**config.mk**
```make
export PLATFORM = sky130hd
export DESIGN_NAME = noc_inject_flit_fifo
export DESIGN_NICKNAME = d
export VERILOG_FILES = /design/src/rtl/noc_inject_flit_fifo.sv
export SDC_FILE = /design/constraint.sdc
export NUM_CORES = 1
export LEC_CHECK = 0
export BUFFER_PORTS_ARGS = -buffer_cell sky130_fd_sc_hd__buf_2
export CORE_MARGIN = 2
export CORE_UTILIZATION = 50
export CTS_BUF_LIST = sky130_fd_sc_hd__clkbuf_16
export DETAILED_ROUTE_END_ITERATION = 8
export GPL_ROUTABILITY_DRIVEN = 0
export GPL_TIMING_DRIVEN = 0
export HOLD_SLACK_MARGIN = 0.06
export MAX_ROUTING_LAYER = met4
export PLACE_DENSITY_LB_ADDON = 0.12
export SLEW_MARGIN = 0
export SYNTH_ARGS = -nofsm -noshare
export SYNTH_HDL_FRONTEND = slang
export SYNTH_SLANG_ARGS = --single-unit
```
**constraint.sdc**
```tcl
create_clock -name nocclk -period 5.17 [get_ports nocclk]
set_input_delay 1.034 -clock nocclk [delete_from_list [all_inputs] [get_ports nocclk]]
set_output_delay 1.034 -clock nocclk [all_outputs]
set_load 0.05 [all_outputs]
```
**src/rtl/noc_inject_flit_fifo.sv**
```systemverilog
// noc_inject_flit_fifo: first-word-fall-through flit queue between the cpu flitizer and the router injection port
// Ports:
//   nocclk, rst_n            clock (rising edge), asynchronous active-low reset
//   flush                    synchronous clear of every queued flit
//   in_flit/in_valid/in_ready   write side, driven by the flitizer
//   out_flit/out_valid/out_ready read side, head flit toward the router
//   occupancy, almost_full   stored flit count and its DEPTH-1 threshold decode
module noc_inject_flit_fifo #(
    parameter int DEPTH = 4,
    parameter int OCC_W = $clog2(DEPTH + 1)
) (
    input  logic             nocclk,
    input  logic             rst_n,
    input  logic             flush,
    input  logic [127:0]     in_flit,
    input  logic             in_valid,
    output logic             in_ready,
    output logic [127:0]     out_flit,
    output logic             out_valid,
    input  logic             out_ready,
    output logic [OCC_W-1:0] occupancy,
    output logic             almost_full
);
    localparam int PTR_W = $clog2(DEPTH);
    logic [127:0]     mem [DEPTH];
    logic [PTR_W-1:0] rd_ptr, wr_ptr;
    logic             push, pop;
    assign in_ready    = occupancy != OCC_W'(DEPTH);
    assign out_valid   = occupancy != '0;
    assign almost_full = occupancy >= OCC_W'(DEPTH - 1);
    assign out_flit    = mem[rd_ptr];
    assign push        = in_valid & in_ready;
    assign pop         = out_valid & out_ready;
    always_ff @(posedge nocclk or negedge rst_n) begin
        if (!rst_n) begin
            rd_ptr    <= '0;
            wr_ptr    <= '0;
            occupancy <= '0;
        end else if (flush) begin
            rd_ptr    <= '0;
            wr_ptr    <= '0;
            occupancy <= '0;
        end else begin
            rd_ptr    <= pop ? rd_ptr + PTR_W'(1) : rd_ptr;
            wr_ptr    <= push ? wr_ptr + PTR_W'(1) : wr_ptr;
            occupancy <= (push && !pop) ? occupancy + OCC_W'(1) :
                         (pop && !push) ? occupancy - OCC_W'(1) : occupancy;
        end
    end
    always_ff @(posedge nocclk) begin
        if (push && !flush)
            mem[wr_ptr] <= in_flit;
    end
endmodule

```
==> reports/qor_table.md <==
| Stage | Parameter | Value |
| --- | --- | --- |
| placed design | Post-detailed-placement half-perimeter wirelength | 22860 um |
| power and ir drop | Share of power burned in the clock network | 0.293 |
| layout | Final net count | 1198 |
| synth | Synth Cell Area | 19040 um^2 |
| sta | Worst Tran Pin Value | 0.9915 ns |
| drt | Number of violations reported at the end of detailed-routing iteration 0 | 345 |
| placed design | Setup Slack @ Placement | 1.708 ns |
| setup path | Endpoint class of the critical path | primary output |
| layout | Most frequent cells in the layout | sky130_fd_sc_hd__edfxtp_1 (512), sky130_fd_sc_hd__buf_2 (283), sky130_fd_sc_hd__mux4_2 (128), sky130_fd_sc_hd__clkbuf_16 (53), sky130_fd_sc_hd__inv_1 (15) |
| placed design | Total of buffers placed on input and output ports | 265 |
| clock tree | CTS resizes | 0 |
| setup path | CP Max Fanout | 10 |
| setup path | Register-to-Register Setup Slack | 2.41 ns |
| layout | Leading cell type in the layout, fill and taps excluded | sky130_fd_sc_hd__edfxtp_1 |
| grt | Aggregate global routing overflow | 0 |
| clock tree | CTS HTree Levels | 2 |
| power and ir drop | Sequential group share of total power | 0.409 |
| layout | Layout overhead on the synthesized area | 19.99% |
| setup path | Required @ worst endpoint | 4.14 ns |
| clock tree | TritonCTS clock tree | done |
| run | Count of maximum capacitance violations | 0 |
| floorplan | Row count | 71 |
| synth | Yosys synthesis warning count | 0 |
| grt | Vias in the first global route | 8998 |
| power and ir drop | Cell internal power dissipation | 8.017 mW |
| layout | Fill cell count | 2696 |
| sta | Final sum of negative setup slack | 0 ns |
| power and ir drop | Combinational power share | 0.298 |
| drt | Total wire length after detailed routing | 37000 um |
| drt | DR DRC count | 0 |
| sta | Fin. Hold Viols | 0 |
| drt | Number of vias per cell | 5.355 |
| sta | Maximum frequency from static timing analysis | 0.2646 GHz |
| grt | Largest net degree at the start of global routing | 57 |
| setup path | Largest stage delay on the critical path | 0.75 ns |
| sta | Setup Viol. Count Final | 0 |
| sta | RSZ-0062 raised after global routing | false |
| power and ir drop | Switching share of power | 0.3308 |
| setup path | Most numerous cell on the critical path | sky130_fd_sc_hd__buf_2 |
| floorplan | Total die area | 39670 um^2 |
| setup path | Slowest CP cell | sky130_fd_sc_hd__clkbuf_1 |
| floorplan | Starting density of the core | 0.5068 |
| setup path | Data arrival, critical path | 2.75 ns |
| synth | Flop and latch count out of synthesis | 519 |
| sta | Max-slew violations | 0 |
| drt | Routed length per instance | 22.88 um |
| min path | Path class of the lowest-slack min-delay path | input port to asynchronous set/reset pin |
| grt | Antenna violations before repair | 8 |
| clock tree | Post-CTS setup buffer count | 0 |
| synth | Synthesized netlist cell count | 733 |
| sta | Minimum setup slack in the final design | 1.390 ns |
| power and ir drop | Overall Power | 11.98 mW |
| setup path | Crit Path Class | register to primary output |
| power and ir drop | Peak supply drop | 0.0003318 V |
| sta | Relative max-transition margin | 0.3390 |
| synth | Sequential element share of the synthesized area | 0.8165 |
| floorplan | Die span in x | 199.2 um |
| drt | First-pass DRT Iterations | 4 |
| clock tree | Sink count of the clock tree | 519 |
| floorplan | Top-level port count | 267 |
| floorplan | Die Height | 199.2 um |
| clock tree | Clock latency on the worst-skew pair | 0.57 ns |
| grt | Overall routing resource usage | 0.1957 |
| clock tree | Root buffer cell | sky130_fd_sc_hd__clkbuf_16 |
| sta | Final clock skew | 0.01335 ns |
| layout | Share of cells above drive strength 1 | 0.4617 |
| grt | Wire length of the first global-routing pass | 54800 um |
| power and ir drop | Total power density per cell area | 524.3 nW/um^2 |
| power and ir drop | Static leakage | 7.726 nW |
| synth | Post-Synthesis Net Count | 871 |
| clock tree | Clock transition at the registers of the reported paths | 0.06 ns |
| floorplan | CORE AREA | 37580 um^2 |
| drt | DR vias | 8659 |
| sta | Tcrit/Tclk final | 0.7311 |
| setup path | Type of element launching the critical path | register |
| run status | Run status | finished, final reports clean |
| synth | Library cells used by synthesis | 34 |
| drt | Count of antenna-violating nets left after detailed routing | 0 |
| clock tree | Max clock buf depth | 3 |
| synth | Avg Inst Size Synth | 25.98 um^2 |
| power and ir drop | Switching power | 3.963 mW |
| clock tree | CTS Hold Buffers Added | 0 |
| clock tree | Number of buffers added by the clock tree synthesis step | 52 |
| setup path | Cell-by-cell listing of the critical path | clkbuf_1 -> buf_2 -> mux4_2 -> buf_2 |
| sta | Min Tclk post-route | 3.780 ns |
## kinds of logic (layout without fill, tap and decap cells)
| kind of cell | after synthesis | after routing | synth area share |
|---|---|---|---|
| AO/OA/AOI/OAI | 15 | 15 | 0.005847 |
| flip-flops | 519 | 519 | 0.8165 |
| AND/OR/NAND/NOR | 20 | 20 | 0.005847 |
| multiplexers | 131 | 131 | 0.1530 |
| other | 0 | 8 | 0 |
| adder cells (fa/ha/maj) | 5 | 5 | 0.003679 |
| buffers and inverters | 41 | 406 | 0.01419 |
| XOR/XNOR | 2 | 2 | 0.0009199 |
## registers in the layout, indices dropped and copies added, names as in the netlist
signal	cells
wr_ptr	2
occupancy	3
rd_ptr	2
mem	512
## routing by layer
metal | routed length (um) | GRT usage | vias to the layer above
met5 | 0 | - | -
met4 | 868 | 0.06302 | 0
met3 | 2930 | 0.05873 | 57
met2 | 17660 | 0.2954 | 241
met1 | 15540 | 0.2583 | 4522
li1 | - | - | 3839
## final timing paths
kind,from,endpoint,cells past startpoint
max in group asynchronous,rst_n,wr_ptr[1]$_DFFE_PN0P_,1
worst max-delay path,rd_ptr[1]$_DFFE_PN0P_,out_flit[35],4
worst min-delay path,rst_n,occupancy[0]$_DFFE_PN0P_,1
worst max register to register,occupancy[2]$_DFFE_PN0P_,mem[1][65]$_DFFE_PP_,6
worst min register to register,wr_ptr[0]$_DFFE_PN0P_,wr_ptr[0]$_DFFE_PN0P_,2
min in group nocclk,wr_ptr[0]$_DFFE_PN0P_,wr_ptr[0]$_DFFE_PN0P_,2
## cells in the mapped netlist
master / number / area [um^2]
sky130_fd_sc_hd__and2_1: 4 / 25.02
sky130_fd_sc_hd__clkbuf_1: 3 / 11.26
sky130_fd_sc_hd__ha_1: 4 / 50.05
sky130_fd_sc_hd__o211ai_1: 1 / 7.510
sky130_fd_sc_hd__a21oi_1: 2 / 10.01
sky130_fd_sc_hd__nor2_1: 7 / 26.28
sky130_fd_sc_hd__a21o_1: 1 / 7.510
sky130_fd_sc_hd__mux2_1: 1 / 11.26
sky130_fd_sc_hd__fa_1: 1 / 20.02
sky130_fd_sc_hd__o311ai_0: 1 / 8.760
sky130_fd_sc_hd__a21bo_2: 1 / 10.01
sky130_fd_sc_hd__buf_4: 2 / 15.01
sky130_fd_sc_hd__dfrtp_1: 7 / 175.2
sky130_fd_sc_hd__buf_8: 1 / 15.01
sky130_fd_sc_hd__o211a_1: 1 / 10.01
sky130_fd_sc_hd__mux2i_1: 2 / 20.02
sky130_fd_sc_hd__buf_6: 10 / 112.6
sky130_fd_sc_hd__inv_1: 7 / 26.28
sky130_fd_sc_hd__mux4_2: 128 / 2883
sky130_fd_sc_hd__nand3_1: 2 / 10.01
sky130_fd_sc_hd__buf_2: 18 / 90.09
sky130_fd_sc_hd__xor2_1: 2 / 17.52
sky130_fd_sc_hd__or3_1: 1 / 6.260
sky130_fd_sc_hd__edfxtp_1: 512 / 15370
sky130_fd_sc_hd__o31ai_1: 2 / 15.01
sky130_fd_sc_hd__nand3b_1: 2 / 15.01
sky130_fd_sc_hd__nor3_1: 1 / 5.000
sky130_fd_sc_hd__a211o_1: 1 / 8.760
sky130_fd_sc_hd__a311oi_1: 1 / 8.760
sky130_fd_sc_hd__nor3b_1: 1 / 7.510
sky130_fd_sc_hd__o311a_1: 1 / 10.01
sky130_fd_sc_hd__o21ai_0: 3 / 15.01
sky130_fd_sc_hd__and3_1: 1 / 6.260
sky130_fd_sc_hd__nor4bb_1: 1 / 10.01
## worst max-delay path, delay by kind of cell, from the launching register on
family   cells  cell delay, ns
buf+inv      3            1.43
mux          1            0.38
flops        1            0.36
## area by class of cell
class                   count  area (um^2)  area share
inverters                   7        26.28    0.001150
multi-input cells         173         3234      0.1415
well taps                 511        639.4     0.02798
diodes                      8        20.02   0.0008761
clock inverters            39        271.5     0.01188
flip-flops and latches    519        15550      0.6805
clock buffers              53         1326     0.05804
plain buffers              34        244.0     0.01068
repair buffers            273         1539     0.06735
## power by group through the flow
stage / registers (mW) / logic [mW] / clock network [mW]
after floorplan: 5.04 / 2.74 / 0
after global placement: 5.03 / 3.59 / 0
after detailed placement: 4.99 / 3.62 / 0
after CTS: 4.90 / 3.63 / 3.61
after global routing: 4.91 / 3.76 / 3.77
final: 4.90 / 3.57 / 3.51
## per-stage QoR
stage / std cells / cell area (um^2) / hold WS, ns / util
after floorplan: 733 / 19040 / 0.5573 / -
after detailed placement: 1517 / 21230 / 0.6063 / 0.5650
final: 1617 / 22850 / 0.2833 / 0.6081
after CTS: 1609 / 22830 / 0.2446 / 0.6076
after global placement: 1509 / 21010 / 0.5879 / 0.5591
after global routing: 1617 / 22850 / 0.2628 / 0.6081
Note: power is estimated with default switching activity, not from simulation.
